$ cat config.mk
export PLATFORM = sky130hd
export DESIGN_NAME = zip_wb_arbiter
export DESIGN_NICKNAME = d
export VERILOG_FILES = /design/src/rtl/zip_wb_arbiter.sv
export SDC_FILE = /design/constraint.sdc
export NUM_CORES = 1
export LEC_CHECK = 0
export ABC_AREA = 1
export BUFFER_PORTS_ARGS = -buffer_cell sky130_fd_sc_hd__buf_2
export CAP_MARGIN = 0
export CORE_AREA = 4 4 107 109
export CTS_CLUSTER_SIZE = 20
export DETAILED_ROUTE_END_ITERATION = 7
export DIE_AREA = 0 0 111 113
export GPL_ROUTABILITY_DRIVEN = 0
export GPL_TIMING_DRIVEN = 0
export PLACE_DENSITY = 0.55
export SYNTH_ARGS = -nofsm -noshare
export SYNTH_HDL_FRONTEND = slang
export SYNTH_SLANG_ARGS = --single-unit
$ cat constraint.sdc
create_clock -name i_clk -period 3.65 [get_ports i_clk]
set_input_delay 0.365 -clock i_clk [delete_from_list [all_inputs] [get_ports i_clk]]
set_output_delay 0.365 -clock i_clk [all_outputs]
set_load 0.03 [all_outputs]
$ cat src/rtl/zip_wb_arbiter.sv
// zip_wb_arbiter
//   Two-master to one-slave pipelined Wishbone (B4) arbiter for the ZipCPU
//   core bus.
//   - Master A is the instruction prefetch. Master B is the data unit.
//   - A grant is held for a whole CYC, so aborts and multi-beat cycles
//     are never split between masters.
//   - An outstanding-request counter caps how many requests are in flight.
//   - A bus timeout turns a dead slave into an error for the owner.
// Ports
//   i_clk, i_reset_n       clock (rising edge), async active-low reset
//   i_a_* / o_a_*          master A request and returns
//   i_b_* / o_b_*          master B request and returns
//   o_wb_* / i_wb_*        slave-side request and returns
//   o_rdata                slave read data, passed to both masters
//   o_timeout              one-cycle pulse when a timeout error is issued
module zip_wb_arbiter #(
  parameter int unsigned AW             = 30,
  parameter int unsigned DW             = 32,
  parameter bit          OPT_ROUNDROBIN = 1'b1,
  parameter int unsigned LGPIPE         = 4,
  parameter int unsigned TIMEOUT        = 1023,
  parameter int unsigned LGTIMEOUT      = 10
) (
  input  logic            i_clk,
  input  logic            i_reset_n,
  input  logic            i_a_cyc,
  input  logic            i_a_stb,
  input  logic            i_a_we,
  input  logic [AW-1:0]   i_a_addr,
  input  logic [DW-1:0]   i_a_data,
  input  logic [DW/8-1:0] i_a_sel,
  output logic            o_a_stall,
  output logic            o_a_ack,
  output logic            o_a_err,
  input  logic            i_b_cyc,
  input  logic            i_b_stb,
  input  logic            i_b_we,
  input  logic [AW-1:0]   i_b_addr,
  input  logic [DW-1:0]   i_b_data,
  input  logic [DW/8-1:0] i_b_sel,
  output logic            o_b_stall,
  output logic            o_b_ack,
  output logic            o_b_err,
  output logic [DW-1:0]   o_rdata,
  output logic            o_wb_cyc,
  output logic            o_wb_stb,
  output logic            o_wb_we,
  output logic [AW-1:0]   o_wb_addr,
  output logic [DW-1:0]   o_wb_data,
  output logic [DW/8-1:0] o_wb_sel,
  input  logic            i_wb_stall,
  input  logic            i_wb_ack,
  input  logic            i_wb_err,
  input  logic [DW-1:0]   i_wb_data,
  output logic            o_timeout
);

  typedef enum logic [1:0] {
    OWN_NONE = 2'd0,
    OWN_A    = 2'd1,
    OWN_B    = 2'd2
  } owner_t;

  localparam logic [LGTIMEOUT-1:0] TLAST = LGTIMEOUT'(TIMEOUT - 1);

  owner_t                r_owner, w_owner_nxt;
  logic                  r_last;      // 0 = A owned last, 1 = B owned last
  logic                  w_last_nxt;
  logic [LGPIPE-1:0]     r_npending;
  logic [LGTIMEOUT-1:0]  r_timer;
  logic                  r_killed;

  logic w_own_cyc, w_own_stb, w_full, w_inc, w_dec;
  logic w_timeout, w_ack, w_err;

  // Owner's request lines; NONE reads as idle.
  always_comb begin
    w_own_cyc = 1'b0;
    w_own_stb = 1'b0;
    case (r_owner)
      OWN_A:   begin w_own_cyc = i_a_cyc; w_own_stb = i_a_stb; end
      OWN_B:   begin w_own_cyc = i_b_cyc; w_own_stb = i_b_stb; end
      default: begin w_own_cyc = 1'b0;    w_own_stb = 1'b0;    end
    endcase
  end

  assign w_full    = &r_npending;
  assign o_wb_cyc  = w_own_cyc & !r_killed;
  // With the counter full the owner sees a stall, so its strobe must not
  // reach the slave either, otherwise the slave would take a request the
  // master believes was refused.
  assign o_wb_stb  = w_own_stb & o_wb_cyc & !w_full;

  assign o_wb_we   = (r_owner == OWN_B) ? i_b_we   : i_a_we;
  assign o_wb_addr = (r_owner == OWN_B) ? i_b_addr : i_a_addr;
  assign o_wb_data = (r_owner == OWN_B) ? i_b_data : i_a_data;
  assign o_wb_sel  = (r_owner == OWN_B) ? i_b_sel  : i_a_sel;
  assign o_rdata   = i_wb_data;

  assign w_inc = o_wb_stb & !i_wb_stall;
  assign w_dec = i_wb_ack & o_wb_cyc;

  // An ack or err landing on the last timer cycle wins over the timeout.
  assign w_timeout = (TIMEOUT != 0) && o_wb_cyc && (r_npending != '0)
                     && !i_wb_ack && !i_wb_err && (r_timer == TLAST);

  assign w_err = (i_wb_err & o_wb_cyc) | w_timeout;
  assign w_ack = i_wb_ack & o_wb_cyc & !i_wb_err;

  assign o_a_ack   = (r_owner == OWN_A) & w_ack;
  assign o_b_ack   = (r_owner == OWN_B) & w_ack;
  assign o_a_err   = (r_owner == OWN_A) & w_err;
  assign o_b_err   = (r_owner == OWN_B) & w_err;
  assign o_a_stall = (r_owner == OWN_A) ? (i_wb_stall | r_killed | w_full) : 1'b1;
  assign o_b_stall = (r_owner == OWN_B) ? (i_wb_stall | r_killed | w_full) : 1'b1;
  assign o_timeout = w_timeout;

  // Ownership next state.
  always_comb begin
    w_owner_nxt = r_owner;
    w_last_nxt  = r_last;
    if (!w_own_cyc) begin
      if (i_a_cyc && i_b_cyc) begin
        if (OPT_ROUNDROBIN)
          w_owner_nxt = r_last ? OWN_A : OWN_B;
        else
          w_owner_nxt = OWN_B;
      end else if (i_a_cyc) begin
        w_owner_nxt = OWN_A;
      end else if (i_b_cyc) begin
        w_owner_nxt = OWN_B;
      end else begin
        w_owner_nxt = OWN_NONE;
      end
    end
    if (w_owner_nxt == OWN_A)
      w_last_nxt = 1'b0;
    else if (w_owner_nxt == OWN_B)
      w_last_nxt = 1'b1;
  end

  always_ff @(posedge i_clk or negedge i_reset_n) begin
    if (!i_reset_n) begin
      r_owner <= OWN_NONE;
      r_last  <= 1'b0;
    end else begin
      r_owner <= w_owner_nxt;
      r_last  <= w_last_nxt;
    end
  end

  always_ff @(posedge i_clk or negedge i_reset_n) begin
    if (!i_reset_n)
      r_npending <= '0;
    else if (!o_wb_cyc || i_wb_err || w_timeout)
      r_npending <= '0;
    else if (w_inc && !w_dec)
      r_npending <= r_npending + LGPIPE'(1);
    else if (!w_inc && w_dec)
      r_npending <= r_npending - LGPIPE'(1);
  end

  always_ff @(posedge i_clk or negedge i_reset_n) begin
    if (!i_reset_n)
      r_timer <= '0;
    else if ((r_npending == '0) || i_wb_ack || i_wb_err || w_timeout)
      r_timer <= '0;
    else if (o_wb_cyc)
      r_timer <= r_timer + LGTIMEOUT'(1);
  end

  // killed keeps the slave cycle dropped until the owner ends its CYC.
  always_ff @(posedge i_clk or negedge i_reset_n) begin
    if (!i_reset_n)
      r_killed <= 1'b0;
    else if (w_timeout)
      r_killed <= 1'b1;
    else if (!w_own_cyc)
      r_killed <= 1'b0;
  end

endmodule

# Word level (Yosys, flattened, before mapping)
# Cells that the tools add are included.
# totals
regBits,18
input_bits,175
output_inout_bits,108
# classes
addsub,3
eq_ne,6
muxes,22
bitwise,14
n_reduce_logical,26
# op_table
operator,n
32-bit two-way mux,1
30-bit two-way mux,1
10-bit two-way mux,2
4-bit two-way mux,4
1-bit bitwise AND,11
10-bit by 1-bit adder with 10-bit output (second input constant),1
10-bit == test (second input constant),1
2-bit two-way mux,5
1-bit logical NOT,8
1-bit logical AND,7
1-bit two-way mux,7
1-bit logical OR,5
4-bit by 1-bit adder with 4-bit output (second input constant),1
2-bit by 1-bit == test with 1-bit output (second input constant),2
2-bit == test (second input constant),2
4-bit logical NOT,1
1-bit one-hot mux with 2 select lines,2
4-bit AND reduction,1
2-bit nonzero test,2
4-bit nonzero test,1
4-bit by 1-bit subtractor with 4-bit output (second input constant),1
1-bit OR,3
3-bit nonzero test,1
2-bit by 1-bit != test with 1-bit output (second input constant),1

# Logic depth before layout (Yosys ltp)
# Gate-level depths: netlist (run 1).
# depth
ltp_word,11
ltp_mapped,17

# Least setup slack after synthesis (run 1)
# No wires, ideal clock.
# synth_path
path_type,reg-to-output
start,register r_owner[0]
end,output port o_a_err
t_arrival_ns,1.813
t_required_ns,3.285
path_slack_ns,1.472
stages_incl_launch_ff,8
path_buffers,0
path_cell_list,dfrtp_1 > inv_1 > ha_1 > inv_1 > nand3_4 > clkinv_1 > nand2_1 > a21oi_1
# synth_between
elab_chain_cells,9
word_cells_on_any_way,11
# synth_rtl
element,line,rtl
from (decl),66,"owner_t r_owner, w_owner_nxt;"
from (signal assigned),147,r_owner <= w_owner_nxt;
2-bit == test / 2-bit by 1-bit == test with 1-bit output (equally long branches),80,case (r_owner)
1-bit one-hot mux with 2 select lines (*),80,
1-bit bitwise AND (*),88,assign o_wb_cyc = w_own_cyc & !r_killed;
named net o_wb_cyc,45,"output logic o_wb_cyc,"
1-bit logical AND,104,assign w_timeout = (TIMEOUT != 0) && o_wb_cyc && (r_npending != '0)
1-bit logical AND (3 in a row),105,&& !i_wb_ack && !i_wb_err && (r_timer == TLAST);
1-bit OR (*),107,assign w_err = (i_wb_err & o_wb_cyc) | w_timeout;
1-bit bitwise AND (*),112,assign o_a_err = (r_owner == OWN_A) & w_err;
to (decl),34,"output logic o_a_err,"
# Mark *: on every way through the listed nets, which the timed path passes. The rest lies on a longest branch.

# Final worst setup path (run 1)
# layout_path
start,register r_owner[0]
end,output port o_wb_data[19]
# layout_between
elab_chain_cells,2
# layout_rtl
element,line,rtl
2-bit == test,96,assign o_wb_data = (r_owner == OWN_B) ? i_b_data : i_a_data;
32-bit two-way mux,96,
to (decl),49,"output logic [DW-1:0] o_wb_data,"
# Every way passes these cells.

==> results of run 1 <==
==> registers in the layout, summed over array words and instances, names as in the netlist <==
register and cells:
r_timer 10, r_npending 4, r_owner 2, r_killed 1, r_last 1
==> cell usage after synthesis <==
| master | number | area, sq um |
|---|---|---|
| a21oi_1 | 7 | 35.0 |
| a21oi_2 | 1 | 8.76 |
| a31oi_1 | 1 | 6.26 |
| buf_1 | 2 | 7.51 |
| buf_2 | 2 | 10.0 |
| buf_4 | 33 | 248 |
| clkbuf_1 | 10 | 37.5 |
| clkinv_1 | 2 | 7.51 |
| dfrtp_1 | 18 | 450 |
| fa_1 | 1 | 20.0 |
| ha_1 | 7 | 87.6 |
| inv_1 | 21 | 78.8 |
| inv_2 | 2 | 7.51 |
| nand2_1 | 244 | 916 |
| nand2_2 | 3 | 18.8 |
| nand2_4 | 2 | 22.5 |
| nand3_1 | 15 | 75.1 |
| nand3_2 | 1 | 10.0 |
| nand3_4 | 1 | 17.5 |
| nand4_1 | 1 | 6.26 |
| nand4_4 | 1 | 21.3 |
| nor2_1 | 19 | 71.3 |
| nor2_2 | 2 | 12.5 |
| nor2_4 | 3 | 33.8 |
| nor2_8 | 1 | 20.0 |
| nor3_1 | 5 | 25.0 |
| o21a_1 | 1 | 7.51 |
| o21ai_0 | 5 | 25.0 |
| o21ai_1 | 1 | 5.00 |
| o21bai_1 | 1 | 7.51 |
| o22ai_1 | 1 | 6.26 |
| xnor2_1 | 1 | 8.76 |
| xor2_1 | 2 | 17.5 |
==> metrics by stage <==
step | hold slack, ns | instance area [sq um] | power, mW
after detailed placement | 0.328 | 3760 | 1.66
after global routing | 0.0549 | 3810 | 1.95
after global placement | 0.323 | 3760 | 1.66
final | 0.0305 | 3810 | 1.81
after CTS | 0.0458 | 3810 | 1.84
after floorplan | 0.0694 | 2330 | 1.18
==> how the worst max path moves through the flow <==
stage,depth (start not counted),slack (ns),to
floorplan,7,1.47,o_a_err
global placement,9,1.25,o_wb_data[19]
detailed placement,9,1.19,o_wb_data[19]
CTS,9,0.90,o_wb_data[19]
global route,9,0.73,o_wb_data[19]
finish,9,0.90,o_wb_data[19]
==> worst max-delay path: cells and delay by family (launching register included) <==
kind,cells,cell delay (ns)
adder cells (fa/ha/maj),1,0.19
flip-flops,1,0.37
AND/OR/NAND/NOR,2,0.31
buffers and inverters,6,1.25
==> power breakdown <==
part	total, mW	internal (mW)	switching (mW)
Combinational	1.42	0.388	1.03
Sequential	0.224	0.215	0.00930
Clock	0.164	0.0959	0.0685
==> kinds of logic (layout without fill, tap and decap cells) <==
| group | count (synthesis) | in the layout | synth area share, % |
|---|---|---|---|
| compound gates | 18 | 18 | 4.35 |
| xor+xnor | 3 | 3 | 1.13 |
| buf+inv | 72 | 326 | 17.0 |
| flops | 18 | 18 | 19.3 |
| fa+ha+maj | 8 | 8 | 4.61 |
| simple gates | 298 | 298 | 53.6 |
==> layout make-up <==
cell class / instances / area [sq um] / area share (%)
multi-input combinational: 327 / 1490 / 38.9
tap: 140 / 175 / 4.59
timing repair buffer: 250 / 1250 / 32.8
sequential: 18 / 450 / 11.8
buffer: 47 / 303 / 7.94
inverter: 25 / 93.8 / 2.46
clock buffer: 4 / 55.1 / 1.44
==> routing by layer <==
| metal | global-route usage [%] | vias to the layer above |
|---|---|---|
| li1 | - | 1746 |
| met1 | 24.8 | 1531 |
| met2 | 28.9 | 130 |
| met3 | 3.05 | 7 |
| met4 | 2.05 | 0 |
| met5 | 0 | - |
==> results by group, run 1 <==
Clock network
  – CTS tree: yes
  – Postcts setup bufs: 0
  – Root Driver: clkbuf_8
  – CTS Hold Buffers Added: 0
  – CTS buffer count: 3
  – Later-pin clock latency in the skew report: 0.26 ns
  – CTS sink cnt: 18
  – Reg clk slew, reported paths: 0.07 ns
  – Cts repair resizes: 0
  – H-tree depth reported by CTS: 1
  – CTS Buffer Depth: 2

Placed design
  – Post-DP HPWL: 10400 um
  – Inst Count DP: 807
  – Place WS: 1.19 ns
  – Port Buffers: 250

Synthesis
  – Syn Std Cell Area: 2330 sq um
  – Synth Instances: 417
  – Avg Inst Size Synth: 5.59 sq um
  – Seq cells post-synth: 18
  – YS warnings: 0
  – Seq/Total Area, Yosys: 19.3%
  – Synth unique cells: 33
  – Synth Net Count: 600

Routing
  – Total wire length: 11900 um
  – Routed vias/inst: 4.21
  – Met3 WL: 843 um
  – Drt pass-1 iters: 4
  – Wire per inst: 14.7 um
  – Metal2 WL: 5690 um
  – Top sig layer: met4
  – WL met1: 5310 um
  – Antenna viol nets, final: 0
  – Total number of vias: 3414
  – Iteration-0 DRC Markers: 272
  – # DRC: 0

Setup path
  – Peak fanout along the critical path: 10
  – Critical path's slowest cell: buf_1
  – Crit path from: r_owner[0]
  – Worst reg2reg startpoint: r_owner[0]
  – CP cell instances: inv_1 -> ha_1 -> buf_4 -> clkinv_1 -> buf_2 -> buf_1 -> nand2_1 -> nand2_1 -> buf_2
  – Slack of the worst reg-to-reg path: 1.29 ns
  – Largest stage delay, worst path: 0.39 ns
  – WP data required: 3.28 ns
  – Crit Path Class: flip-flop to output pin
  – Reg2reg path depth: 17
  – Arrival @ worst endpoint: 2.38 ns
  – Worst r2r dst: r_npending[3]
  – Crit start category: flip-flop
  – CP endpoint kind: output pin

Floorplanning
  – Starting Density: 22.0%
  – Die width: 111 um
  – Die area: 12500 sq um
  – Core Rows: 38
  – Chip height: 113 um
  – I/O pin cnt: 283
  – Core footprint: 10600 sq um

STA
  – Slew HR: 59.2%
  – Crit path time final: 2.75 ns
  – Clock Skew: 0.00485 ns
  – Worst Tran Pin Value: 0.611 ns
  – RSZ-0062 raised after global routing: no
  – Finish-stage setup viols: 0
  – Worst setup margin: 0.902 ns
  – Hold Fails Final Rpt: 0
  – Final setup TNS: 0 ns
  – Final period utilization: 75.3%
  – Slew Viols, Final: 0
  – Max Fclk: 364 MHz

GRT
  – GR Util All Layers: 17.5%
  – First-pass GRT wire length: 17900 um
  – Number of global-route vias before repair: 3227
  – Gr ovfl total: 0
  – Largest net degree at the start of global routing: 19
  – Initial antenna violation count: 0

Final layout
  – Final Non-Filler Cells: 811
  – Area grow syn2layout: 63.5%
  – Leading cell types in the layout, fill and taps excluded: buf_2, nand2_1, buf_4, inv_1, nor2_1
  – Fill cell count: 1202
  – Share of cells above drive strength 1: 45.6%
  – Leading cell type in the layout, fill and taps excluded: buf_2
  – Final #Nets: 855
  – Layout Utilization: 36.0%
  – Antenna cells: 0

Power
  – Leak pwr: 2.38 nW
  – Cell Pwr Density: 475 nW/um^2
  – Worst vdd rail ir drop: 0.230 mV

Outcome
  – Outcome: complete, no violations

Min path
  – HP Class: primary input to asynchronous set/reset pin

Run
  – Max cap viols: 0
(Power assumes the default switching activity.)
==> run 2, diff against run 1 <==
==> constraint.sdc (replaced) <==
create_clock -name i_clk -period 2.9 [get_ports i_clk]
set_input_delay 0.29 -clock i_clk [delete_from_list [all_inputs] [get_ports i_clk]]
set_output_delay 0.29 -clock i_clk [all_outputs]
set_load 0.03 [all_outputs]
==> results by group, run 2 (synthesis results as in run 1) <==
Outcome
  – Outcome: complete, no violations

Final layout
  – Largest registers: r_timer (10), r_npending (4), r_owner (2)
  – Multi-input logic area: 1490 sq um
  – Area grow syn2layout: 63.9%
  – Leading cell types in the layout, fill and taps excluded: buf_2, nand2_1, buf_4, inv_1, nor2_1
  – Register area: 450 sq um
  – Share of cells above drive strength 1: 45.5%
  – Largest Register: r_timer
  – Final Non-Filler Cells: 812
  – Antenna cells: 0
  – Max reg flops: 10
  – Fill cell count: 1201
  – Final #Nets: 856
  – Leading cell type in the layout, fill and taps excluded: buf_2

Clock network
  – H-tree depth reported by CTS: 1
  – CTS Buffer Depth: 2
  – CTS buffer count: 3
  – CTS tree: yes
  – Root Driver: clkbuf_8
  – Later-pin clock latency in the skew report: 0.26 ns
  – CTS sink cnt: 18
  – Reg clk slew, reported paths: 0.07 ns

Floorplanning
  – Core footprint: 10600 sq um
  – Starting Density: 22.0%
  – Core Rows: 38
  – Die width: 111 um
  – Chip height: 113 um
  – I/O pin cnt: 283
  – Die area: 12500 sq um

Routing
  – # DRC: 0
  – Routed vias/inst: 4.23
  – Drt pass-1 iters: 5
  – Total wire length: 11900 um
  – Antenna viol nets, final: 0
  – Wire per inst: 14.7 um
  – Total number of vias: 3435
  – Iteration-0 DRC Markers: 262

GRT
  – Largest net degree at the start of global routing: 19
  – Number of global-route vias before repair: 3230
  – Gr ovfl total: 0
  – GR Util All Layers: 17.5%
  – First-pass GRT wire length: 17900 um
  – Initial antenna violation count: 0

STA
  – Hold Fails Final Rpt: 0
  – Crit path time final: 2.66 ns
  – Final period utilization: 91.8%
  – Final setup TNS: 0 ns
  – Max Fclk: 376 MHz
  – Slew HR: 60.7%
  – Clock Skew: 0.00434 ns
  – Slew Viols, Final: 0
  – Worst Tran Pin Value: 0.590 ns
  – RSZ-0062 raised after global routing: no
  – Finish-stage setup viols: 0

Placed design
  – Post-DP HPWL: 10400 um
  – Port Buffers: 250
  – Inst Count DP: 807

Setup path
  – WP data required: 2.61 ns
  – Arrival @ worst endpoint: 2.37 ns
  – Crit start category: flip-flop
  – CP top delay family: buffers and inverters
  – Largest stage delay, worst path: 0.39 ns
  – Peak fanout along the critical path: 10
  – Critical path's slowest cell: buf_1
  – CP endpoint kind: output pin
  – Crit Path Class: flip-flop to output pin
  – CP cell instances: inv_1 -> ha_1 -> buf_4 -> clkinv_1 -> buf_2 -> buf_1 -> nand2_1 -> nand2_1 -> buf_2
  – Buf/Inv on CP: 6

Run
  – Max cap viols: 0

Power
  – Worst vdd rail ir drop: 0.289 mV
  – Leak pwr: 2.38 nW
  – Cell Pwr Density: 596 nW/um^2

Min path
  – HP Class: primary input to flip-flop
## run 2: changes by cell type in the layout (fill, tap and decap cells not counted)
cell / delta
dlygate4sd3_1: +1
## run 2: final timing paths
kind	slack, ns	from	end	depth (start not counted)
min	0.36	i_b_cyc	r_owner[1]	3
max	0.24	r_owner[0]	o_wb_data[19]	9
max in group asynchronous	2.11	i_reset_n	r_npending[1]	2
min reg2reg	0.47	r_last	r_last	2
min in group asynchronous	0.49	i_reset_n	r_timer[3]	2
max reg2reg	0.54	r_owner[0]	r_npending[3]	17
## run 2: where the power goes
| part | switching, mW | total, mW | internal (mW) |
|---|---|---|---|
| combinational | 1.30 | 1.79 | 0.490 |
| sequential | 0.0116 | 0.282 | 0.270 |
| clock | 0.0852 | 0.206 | 0.121 |
| total | 1.40 | 2.28 | 0.881 |
## run 2: timing repair
action                                 CTS  global route
setup buffers                            0             0
setup endpoints to repair                0             0
endpoints found under the hold margin   18             0
hold buffers                             1             0
resized for setup                        0             0
## run 2: area by class of cell
class	instances	share of cell area, %
Multi-Input combinational cell	327	38.8
Timing Repair Buffer	251	33.0
Sequential cell	18	11.8
Buffer	47	7.92
Tap cell	140	4.58
Inverter	25	2.45
Clock buffer	4	1.44
## run 2: per-layer routing
layer / part of all wire, % / track usage [%] / up-vias
li1: - / - / 1748
met1: 45 / 24.9 / 1544
met2: 48 / 28.9 / 135
met3: 6.8 / 2.99 / 8
met4: 0.49 / 2.05 / 0
met5: 0 / 0 / -
## run 2: stage by stage
| stage | utilization (%) | hold WS (ns) | total power [mW] | setup WS [ns] | cell area (sq um) |
|---|---|---|---|---|---|
| floorplan | - | -0.00559 | 1.48 | 0.766 | 2330 |
| global placement | 35.4 | 0.248 | 2.09 | 0.575 | 3760 |
| detailed placement | 35.4 | 0.253 | 2.09 | 0.519 | 3760 |
| CTS | 36.1 | 0.356 | 2.31 | 0.227 | 3820 |
| global route | 36.1 | 0.381 | 2.45 | 0.0540 | 3820 |
| finish | 36.1 | 0.357 | 2.28 | 0.239 | 3820 |
## run 2: worst reg2reg max path, stage by stage, from the launching register on
cell     delay [ns]
dfrtp_1        0.40
inv_1          0.07
ha_1           0.14
buf_4          0.17
nand2_2        0.08
nand2_4        0.08
nand2_4        0.08
nor2_8         0.11
nand4_4        0.14
ha_1           0.36
a21oi_1        0.13
nand2_1        0.07
xor2_1         0.17
nand2_1        0.07
inv_1          0.05
nor2_1         0.03
nand2_1        0.05
nand2_1        0.04
